==> config.mk <==
export PLATFORM = sky130hd
export DESIGN_NAME = keypad_scan
export DESIGN_NICKNAME = d
export VERILOG_FILES = /design/src/rtl/keypad_pkg.sv /design/src/rtl/keypad_debounce.sv /design/src/rtl/keypad_scan.sv
export SDC_FILE = /design/constraint.sdc
export NUM_CORES = 1
export LEC_CHECK = 0
export BUFFER_PORTS_ARGS = -buffer_cell sky130_fd_sc_hd__buf_4
export CAP_MARGIN = 20
export CORE_ASPECT_RATIO = 0.7
export CORE_MARGIN = 2
export CORE_UTILIZATION = 55
export CTS_CLUSTER_DIAMETER = 150
export DETAILED_ROUTE_END_ITERATION = 8
export GPL_ROUTABILITY_DRIVEN = 0
export GPL_TIMING_DRIVEN = 0
export PLACE_DENSITY = 0.75
export SYNTH_ARGS = -nofsm -noshare
export SYNTH_HDL_FRONTEND = slang
export SYNTH_SLANG_ARGS = --single-unit
==> constraint.sdc <==
create_clock -name clk -period 8.1 [get_ports clk]
set_clock_uncertainty 0.15 [all_clocks]
set_input_delay 0 -clock clk [delete_from_list [all_inputs] [get_ports clk]]
set_output_delay 0 -clock clk [all_outputs]
set_load 0.02 [all_outputs]
==> src/rtl/keypad_pkg.sv <==
// keypad_pkg
// Shared constants and helpers for the 4x4 matrix keypad scanner.
//   ROWS, COLS, KEY_W : matrix geometry; key vector bit index = row*COLS + col
//   key_class_e       : classification of a debounced key vector
//   key_idx()         : flat key index of a (row, col) pair
//   popcount16()      : number of set bits in a key vector
//   classify()        : none / single / multiple keys down
package keypad_pkg;

    localparam int ROWS  = 4;
    localparam int COLS  = 4;
    localparam int KEY_W = ROWS * COLS;

    typedef enum logic [1:0] {
        KEY_NONE   = 2'd0,
        KEY_SINGLE = 2'd1,
        KEY_MULTI  = 2'd2
    } key_class_e;

    function automatic logic [3:0] key_idx(input logic [1:0] r, input logic [1:0] c);
        return 4'(int'(r) * COLS + int'(c));
    endfunction

    function automatic logic [4:0] popcount16(input logic [KEY_W-1:0] v);
        logic [4:0] n;
        n = '0;
        for (int i = 0; i < KEY_W; i++) begin
            n = n + 5'(v[i]);
        end
        return n;
    endfunction

    function automatic key_class_e classify(input logic [KEY_W-1:0] v);
        logic [4:0] n;
        n = popcount16(v);
        if (n == 5'd0) begin
            return KEY_NONE;
        end else if (n == 5'd1) begin
            return KEY_SINGLE;
        end else begin
            return KEY_MULTI;
        end
    endfunction

endpackage

==> src/rtl/keypad_debounce.sv <==
// keypad_debounce
// Frame-level debouncer. Each complete scan frame is compared with the one
// before it; a frame value is accepted once it has been seen in
// DEBOUNCE_FRAMES consecutive frames. The accepted value is then reduced to a
// one-hot key vector (single key only) or a multi-key flag.
//   clk, rst_n : clock, synchronous active-low reset
//   frame_stb  : one-cycle pulse, frame holds a complete scan frame
//   frame      : raw (active-high) key matrix of the completed frame
//   onehot     : accepted single key, zero for no key or several keys
//   key_valid  : one-cycle strobe when onehot moves to a new nonzero key
//   key_multi  : accepted frame has two or more keys down
module keypad_debounce
    import keypad_pkg::*;
#(
    parameter int DEBOUNCE_FRAMES = 4
) (
    input  logic             clk,
    input  logic             rst_n,
    input  logic             frame_stb,
    input  logic [KEY_W-1:0] frame,
    output logic [KEY_W-1:0] onehot,
    output logic             key_valid,
    output logic             key_multi
);

    localparam int SW = $clog2(DEBOUNCE_FRAMES + 1);
    localparam logic [SW-1:0] S_MAX = SW'(DEBOUNCE_FRAMES);

    logic [KEY_W-1:0] prev_frame;
    logic [KEY_W-1:0] accepted;
    logic [KEY_W-1:0] accepted_nxt;
    logic [KEY_W-1:0] onehot_nxt;
    logic [SW-1:0]    stable;
    logic [SW-1:0]    stable_nxt;
    logic             multi_nxt;
    key_class_e       cls;

    // Outputs are computed from the value the accepted register is about to
    // take, so they appear one cycle after the frame strobe instead of two.
    always_comb begin
        stable_nxt   = stable;
        accepted_nxt = accepted;
        if (frame_stb) begin
            if (frame == prev_frame) begin
                stable_nxt = (stable == S_MAX) ? S_MAX : stable + SW'(1);
            end else begin
                stable_nxt = SW'(1);
            end
            if (stable_nxt == S_MAX) begin
                accepted_nxt = frame;
            end
        end
        cls        = classify(accepted_nxt);
        onehot_nxt = (cls == KEY_SINGLE) ? accepted_nxt : '0;
        multi_nxt  = (cls == KEY_MULTI);
    end

    always_ff @(posedge clk) begin
        if (!rst_n) begin
            prev_frame <= '0;
            stable     <= '0;
            accepted   <= '0;
            onehot     <= '0;
            key_valid  <= 1'b0;
            key_multi  <= 1'b0;
        end else begin
            if (frame_stb) begin
                prev_frame <= frame;
            end
            stable    <= stable_nxt;
            accepted  <= accepted_nxt;
            onehot    <= onehot_nxt;
            key_multi <= multi_nxt;
            // A held key keeps onehot unchanged, so it never re-strobes;
            // release drives onehot to zero, which never strobes either.
            key_valid <= (onehot_nxt != '0) && (onehot_nxt != onehot);
        end
    end

endmodule

==> src/rtl/keypad_scan.sv <==
// keypad_scan
// 4x4 matrix keypad scanner. Drives one row low at a time for SCAN_DIV
// cycles, samples the synchronized active-low columns at the end of each
// dwell, assembles a 16-bit frame and hands complete frames to the debouncer.
//   clk, rst_n : clock, synchronous active-low reset
//   row        : row drive, active-low, exactly one bit low
//   col        : column sense, active-low, asynchronous to clk
//   onehot     : accepted key vector, bit = row*4 + col
//   key_valid  : one-cycle strobe on a new single-key press
//   key_multi  : accepted frame has two or more keys down
module keypad_scan
    import keypad_pkg::*;
#(
    parameter int SCAN_DIV        = 50000,
    parameter int DEBOUNCE_FRAMES = 4
) (
    input  logic             clk,
    input  logic             rst_n,
    output logic [ROWS-1:0]  row,
    input  logic [COLS-1:0]  col,
    output logic [KEY_W-1:0] onehot,
    output logic             key_valid,
    output logic             key_multi
);

    localparam int DW = $clog2(SCAN_DIV);
    localparam logic [DW-1:0] D_LAST = DW'(SCAN_DIV - 1);

    logic [COLS-1:0]  col_meta;
    logic [COLS-1:0]  col_sync;
    logic [1:0]       row_idx;
    logic [DW-1:0]    dwell;
    logic [KEY_W-1:0] frame_acc;
    logic             frame_stb;
    logic             row_done;

    always_ff @(posedge clk) begin
        if (!rst_n) begin
            col_meta <= '1;
            col_sync <= '1;
        end else begin
            col_meta <= col;
            col_sync <= col_meta;
        end
    end

    assign row_done = (dwell == D_LAST);

    // Sampling at the last dwell cycle leaves SCAN_DIV-1 cycles for the column
    // lines and the synchronizer to settle after each row change. The row
    // drive is registered so it always equals the decode of row_idx.
    always_ff @(posedge clk) begin
        if (!rst_n) begin
            row_idx   <= 2'd0;
            dwell     <= '0;
            row       <= 4'b1110;
            frame_acc <= '0;
            frame_stb <= 1'b0;
        end else begin
            frame_stb <= 1'b0;
            if (row_done) begin
                dwell <= '0;
                frame_acc[key_idx(row_idx, 2'd0) +: COLS] <= ~col_sync;
                row_idx   <= row_idx + 2'd1;
                row       <= ~(4'b0001 << (row_idx + 2'd1));
                frame_stb <= (row_idx == 2'(ROWS - 1));
            end else begin
                dwell <= dwell + DW'(1);
            end
        end
    end

    // frame_acc is stable for SCAN_DIV cycles after the strobe (row 0 is not
    // rewritten until its own dwell ends), so the debouncer reads it directly.
    keypad_debounce #(
        .DEBOUNCE_FRAMES(DEBOUNCE_FRAMES)
    ) u_debounce (
        .clk       (clk),
        .rst_n     (rst_n),
        .frame_stb (frame_stb),
        .frame     (frame_acc),
        .onehot    (onehot),
        .key_valid (key_valid),
        .key_multi (key_multi)
    );

endmodule

==> results of run 1 <==
-- per-stage QoR --
step / hold slack (ns) / worst slack, ns / setup TNS (ns) / power, W / cells
2_1_floorplan: -0.0485 / 1.33 / 0 / 0.000518 / 544
3_5_place_dp: 0.0364 / -0.188 / -1.49 / 0.000525 / 691
5_1_grt: 0.239 / 0.0140 / 0 / 0.000979 / 712
3_3_place_gp: 0.0365 / 0.0265 / 0 / 0.000524 / 691
6_report: 0.228 / 0.396 / 0 / 0.000953 / 712
4_1_cts: 0.220 / 0.119 / 0 / 0.000959 / 712
-- cells by family after synthesis --
group / count (synthesis) / share of synthesized area
and+or+nand+nor: 225 / 0.243
adders and majority gates: 24 / 0.0763
muxes: 37 / 0.0758
xor gates and xnor gates: 38 / 0.0677
DFF: 100 / 0.407
buffers and inverters: 52 / 0.0443
AOI/OAI and AO/OA: 68 / 0.0855
-- placed cells by master, fill, tap and decap left out, drive strengths merged, types with 3 or more instances in the layout --
| cell type | synthesis | final |
|---|---|---|
| nand3 | 13 | 13 |
| xor2 | 26 | 26 |
| nor2 | 55 | 55 |
| mux2i | 35 | 35 |
| nand3b | 7 | 7 |
| dfxtp | 100 | 100 |
| nand4 | 5 | 5 |
| clkbuf | 19 | 27 |
| o21ai | 13 | 13 |
| buf | 5 | 34 |
| inv | 28 | 31 |
| nor2b | 50 | 50 |
| and2 | 5 | 5 |
| dlygate4sd3 | 0 | 5 |
| nand2 | 28 | 28 |
| xnor2 | 12 | 12 |
| nor4 | 8 | 8 |
| nand2b | 14 | 14 |
| fa | 10 | 10 |
| or3 | 3 | 3 |
| and3 | 5 | 5 |
| ha | 14 | 14 |
| nor3 | 22 | 22 |
| a211o | 3 | 3 |
| a21oi | 32 | 32 |
-- metal layers --
| layer | GRT usage | vias to the layer above | share of wire | routed length, µm |
|---|---|---|---|---|
| met5 | 0 | - | 0 | 0 |
| met2 | 0.369 | 116 | 0.44 | 5080 |
| met1 | 0.359 | 1942 | 0.49 | 5590 |
| met4 | 0.0578 | 0 | 0.010 | 115 |
| li1 | - | 1917 | - | - |
| met3 | 0.0679 | 14 | 0.062 | 709 |
-- flip-flops by register name, indices dropped and copies added, names as in the netlist --
signal	flops
u_debounce.accepted	16
frame_stb	1
frame_acc	16
dwell	16
row	4
col_sync	4
col_meta	4
u_debounce.onehot	16
row_idx	2
u_debounce.key_valid	1
u_debounce.stable	3
u_debounce.prev_frame	16
u_debounce.key_multi	1
-- worst max-delay path, cell delays in order (launching register included) --
cell and delay (ns):
dfxtp_1 0.48, xor2_1 0.11, nor4_1 0.41, nand4_2 0.29
or2_1 0.33, buf_6 0.16, clkbuf_1 0.28, clkbuf_2 0.35
mux2i_4 0.28, fa_1 0.52, fa_1 0.52, inv_1 0.07
fa_1 0.51, inv_1 0.06, fa_1 0.48, inv_1 0.05
fa_1 0.42, fa_1 0.47, nor3_1 0.20, nand3b_1 0.10
buf_4 0.18, nor4b_1 0.24, o21ai_0 0.13, a211o_1 0.30
a221oi_1 0.27, a41oi_1 0.18
-- area by class of cell --
class                           count  area share
Buffer                             22      0.0190
Sequential cell                   100       0.354
Clock inverter                      6      0.0126
Clock buffer                       10      0.0405
Tap cell                          120      0.0266
Timing Repair Buffer               34      0.0474
Multi-Input combinational cell    392       0.481
Inverter                           28      0.0186
-- how the worst min path moves through the flow --
stage                     slack (ns)  cells past startpoint                     end
after floorplan                -0.05                      1  col_meta[0]$_SDFF_PN1_
after global placement          0.04                      2  col_meta[1]$_SDFF_PN1_
after detailed placement        0.04                      2  col_meta[2]$_SDFF_PN1_
after CTS                       0.22                      3  col_meta[1]$_SDFF_PN1_
after global routing            0.24                      3  col_meta[1]$_SDFF_PN1_
final                           0.23                      3  col_meta[1]$_SDFF_PN1_
-- what timing repair did --
| item | CTS | global route |
|---|---|---|
| buffers inserted | 0 | 2 |
| setup endpoints to repair | 11 | 11 |
| pin swaps | 0 | 1 |
| hold buffers | 5 | 0 |
| gates resized for setup | 3 | 4 |
| hold endpoints to repair | 10 | 0 |
-- power groups by stage --
stage / combinational, W / clock, W / sequential [W]
2_1_floorplan: 0.0000104 / 0 / 0.000507
3_3_place_gp: 0.0000163 / 0 / 0.000508
3_5_place_dp: 0.0000165 / 0 / 0.000508
4_1_cts: 0.0000186 / 0.000444 / 0.000497
5_1_grt: 0.0000204 / 0.000462 / 0.000497
6_report: 0.0000185 / 0.000438 / 0.000497
==> impl_metrics.toml, run 1 <==
[run_status]
outcome = "completed"

[sta]
finalCritPeriodShare = 0.951
period_needed_ns = 7.70
hold_viol = 0
maxSlewViolCount = 0
fmaxAchievable_mhz = 130
worst_pin_slew_ns = 0.784
maxSlewHeadroom = 0.477
finalSetupViolCount = 0
grt_setup_unrepaired = "false"

[synthesis]
synthTopCellsByArea = "dfxtp_1 (41%), mux2i_1 (7.1%), nor2b_1 (6.4%)"
yosysUniqueCellTypes = 51
ys_seq_area_frac = 0.407
synth_most_common_cell = "dfxtp_1"
ys_top_cells_by_count = "dfxtp_1 (100), nor2_1 (55), nor2b_1 (50)"
ys_seq_elements = 100
synth_top_area_share = 0.407
syn_inst = 544
synth_flop_cell = "dfxtp_1"
post-synth-top-area-cell = "dfxtp_1"
synth_edf_count = 0
syn_nets = 574
netlist_area_um2 = 4920
syn_avg_cell_area_um2 = 9.04
async_reset_ff_frac = 0
yosys_warnings = 0

[grt]
grt_max_degree = 18
antenna_found_initial = 0
grt_overflow = 0
grt_pass1_wl_mm = 18.7
grt_use_total = 0.248
grt_pass1_vias = 3754

[clock_network]
cts_root_buf = "clkbuf_16"
clockBufferDepth = 2
cts_tree = "built"
clock_sinks = 100
cts_buffers = 9
path_clk_slew_ns = 0.07
clock_latency_ns = 0.35
cts_htree_levels = 3

[routing]
drc = 0
wirelength_mm = 11.5
vias = 3989
wl_per_cell_um = 16.1
drt_iter0_markers = 289
via_per_inst = 5.60
ant_nets = 0
first_pass_iters = 6

[floorplan]
dieArea_um2 = 9730
die_width_um = 117
start_util = 0.573
rows = 28
die_h_um = 83.1
core_um2 = 8580
io_pins = 28

[power]
power_frac_clock = 0.459
swShare = 0.217
internal-power_w = 0.000747
p_leak_nw = 2.30
comb_power_share = 0.019
power_switching_w = 0.000206
pwr-share-seq = 0.521
power_density_nw_per_um2 = 169
ir_drop_v = 0.000114

[critical_path]
rr_startpoint = "frame_acc[2]$_SDFFE_PN0P_"
reg2reg_to = "u_debounce.key_valid$_SDFF_PN0_"
worstSetupPathType = "reg2reg"
cp_max_fo = 10
critPathCapture = "u_debounce.key_valid$_SDFF_PN0_"
worstSetupStartpointType = "register"
critPathCaptureType = "register"
r2r_cells = 25
reg2reg_slack_ns = 0.40
worstPathRequired_ns = 8.15
critPathLaunch = "frame_acc[2]$_SDFFE_PN0P_"
critPathArrivalTime_ns = 7.75

[final_layout]
multi_input_area_um2 = 2720
seq_area_um2 = 2000
post-route-cell-area_um2 = 5650
num-fill-cells = 695
areaGrowthSynthToFinish_pct = 14.9
drive_gt1_frac = 0.0997
antenna_cells = 0
layout.nets = 617
fin_util = 0.658

[hold_path]
min_path_type = "in2reg"
min-delay-start = "col[1]"

[run]
cap_violations = 0

[placement]
portBuffers = 27
dp_hpwl_mm = 8.42
placed_area_um2 = 5270
Note: power is estimated with default switching activity, not from simulation.
==> run 2, diff against run 1 <==
--- a/config.mk
+++ b/config.mk
@@ -9,12 +9,13 @@
 export CAP_MARGIN = 20
 export CORE_ASPECT_RATIO = 0.7
 export CORE_MARGIN = 2
-export CORE_UTILIZATION = 55
+export CORE_UTILIZATION = 50
 export CTS_CLUSTER_DIAMETER = 150
 export DETAILED_ROUTE_END_ITERATION = 8
 export GPL_ROUTABILITY_DRIVEN = 0
 export GPL_TIMING_DRIVEN = 0
-export PLACE_DENSITY = 0.75
+export PLACE_DENSITY = 0.69
+export RECOVER_POWER = 50
 export SYNTH_ARGS = -nofsm -noshare
 export SYNTH_HDL_FRONTEND = slang
 export SYNTH_SLANG_ARGS = --single-unit
==> run 2 against run 1 <==
Combinational power is essentially flat. Hold slack lost 0.00063 ns. First-iteration DRC count shrank 18%. Clock power shrank 7.1%. Maximum frequency grew 0.40%. Non-clock buffer count grew 1. Global-route usage shrank 2.6 points. Cell count grew 1.3%. Setup slack gained 0.031 ns. Utilization shrank 8.3 points. Routed wire length shrank 2.9%. Flip-flop and latch count is the same.
==> impl_metrics.toml, run 2 (same netlist as run 1, synthesis figures left out) <==
[floorplan]
die_h_um = 87.0
rows = 30
die_width_um = 123
core_um2 = 9650
start_util = 0.510
dieArea_um2 = 10700
io_pins = 28

[hold_path]
worstHoldPathCells = 3
min_path_type = "in2reg"
min-delay-start = "col[2]"
min_to = "col_meta[2]$_SDFF_PN1_"

[routing]
wl_per_cell_um = 15.5
first_pass_iters = 4
wirelength_mm = 11.2
drt_iter0_markers = 237
via_per_inst = 5.30
vias = 3820
ant_nets = 0
drc = 0

[critical_path]
reg2reg_to = "u_debounce.key_valid$_SDFF_PN0_"
reg2reg_slack_ns = 0.43
worstSetupPathType = "reg2reg"
critPathArrivalTime_ns = 7.73
cp_max_fo = 10
worstSetupStartpointType = "register"
worstPathRequired_ns = 8.16
r2r_cells = 26
rr_startpoint = "frame_acc[14]$_SDFFE_PN0P_"
critPathCaptureType = "register"
critPathLaunch = "frame_acc[14]$_SDFFE_PN0P_"

[clock_network]
clockBufferDepth = 2
cts_tree = "built"
cts_buffers = 9
cts_root_buf = "clkbuf_16"
clock_sinks = 100
clock_latency_ns = 0.35
path_clk_slew_ns = 0.06
cts_htree_levels = 3

[sta]
hold_slack_ns = 0.227
finalSetupViolCount = 0
worst_pin_slew_ns = 0.728
maxSlewHeadroom = 0.501
maxSlewViolCount = 0
finalWorstSetupSlack_ns = 0.426
period_needed_ns = 7.67
hold_viol = 0
finalCritPeriodShare = 0.947
grt_setup_unrepaired = "false"
fmaxAchievable_mhz = 130

[grt]
grt_pass1_vias = 3623
grt_pass1_wl_mm = 18.1
antenna_found_initial = 0
grt_overflow = 0
grt_use_total = 0.222
grt_max_degree = 17

[run]
cap_violations = 0

[power]
power_density_nw_per_um2 = 166
ir_drop_v = 0.000111
p_leak_nw = 2.20

[final_layout]
areaGrowthSynthToFinish_pct = 12.8
layout.nets = 618
final_common_cell = "dfxtp_1"
drive_gt1_frac = 0.0607
post-route-cell-area_um2 = 5550
final_cells = 721
antenna_cells = 0
final_cell_mix = "dfxtp_1 (100), nor2_1 (55), nor2b_1 (50)"
num-fill-cells = 873

[placement]
dp_hpwl_mm = 8.31
portBuffers = 27
place_inst = 699
post-place-ws_ns = -0.108
placed_area_um2 = 5280

[run_status]
outcome = "completed"
run 2: layer usage:
metal  routed length, µm  track usage
met3                 520       0.0622
met2                4720        0.324
met4                 199       0.0742
met1                5720        0.316
met5                   0            0
run 2: critical path, cell delays in order, from the launching register on:
cell and delay, ns:
dfxtp_1 0.31, clkbuf_1 0.25, xor2_1 0.14, nor4_1 0.36
nand4_2 0.28, or2_1 0.31, buf_6 0.16, clkbuf_1 0.28
clkbuf_2 0.32, mux2i_2 0.35, fa_1 0.46, fa_1 0.50
inv_1 0.06, fa_1 0.50, inv_1 0.05, fa_1 0.47
inv_1 0.05, fa_1 0.41, fa_1 0.48, nor3_1 0.23
nand3b_1 0.10, buf_4 0.18, nor4b_1 0.26, o21ai_0 0.16
a211o_1 0.31, a221oi_1 0.25, a41oi_1 0.14
run 2: power breakdown:
group / internal [W] / switching (W) / total (W) / leakage [nW]
Sequential: 0.000495 / 0.00000253 / 0.000497 / 0.808
Clock: 0.000217 / 0.000189 / 0.000407 / 0.136
Combinational: 0.00000902 / 0.00000918 / 0.0000182 / 1.25
run 2: what timing repair did:
item / CTS / global route
gates resized for setup: 2 / 4
hold buffers: 5 / 0
setup endpoints to repair: 11 / 15
pin swaps: 0 / 1
hold endpoints to repair: 10 / 0
buffers inserted: 0 / 2
run 2: cell type report:
| cell class | instances | area [µm²] | share of cell area |
|---|---|---|---|
| plain buffers | 23 | 111 | 0.0201 |
| clock buffers | 11 | 243 | 0.0438 |
| clock inverters | 5 | 35.0 | 0.00632 |
| inverters | 28 | 105 | 0.0189 |
| multi-input cells | 392 | 2710 | 0.488 |
| flip-flops and latches | 100 | 2000 | 0.361 |
| well taps | 128 | 160 | 0.0289 |
| repair buffers | 34 | 181 | 0.0327 |
run 2: how the worst max path moves through the flow:
stage | endpoint | cells past startpoint | slack, ns
floorplan | u_debounce.key_valid$_SDFF_PN0_ | 27 | 1.33
global placement | u_debounce.key_valid$_SDFF_PN0_ | 26 | 0.03
detailed placement | u_debounce.key_valid$_SDFF_PN0_ | 26 | -0.11
CTS | u_debounce.key_valid$_SDFF_PN0_ | 25 | 0.07
global route | u_debounce.key_valid$_SDFF_PN0_ | 26 | 0.02
finish | u_debounce.key_valid$_SDFF_PN0_ | 26 | 0.43
run 2: through the flow:
step,setup TNS [ns],util,power (W)
after CTS,0,0.582,0.000930
final,0,0.575,0.000922
after global routing,0,0.575,0.000951
after detailed placement,-0.872,0.547,0.000525
after global placement,0,0.547,0.000524
after floorplan,0,-,0.000518
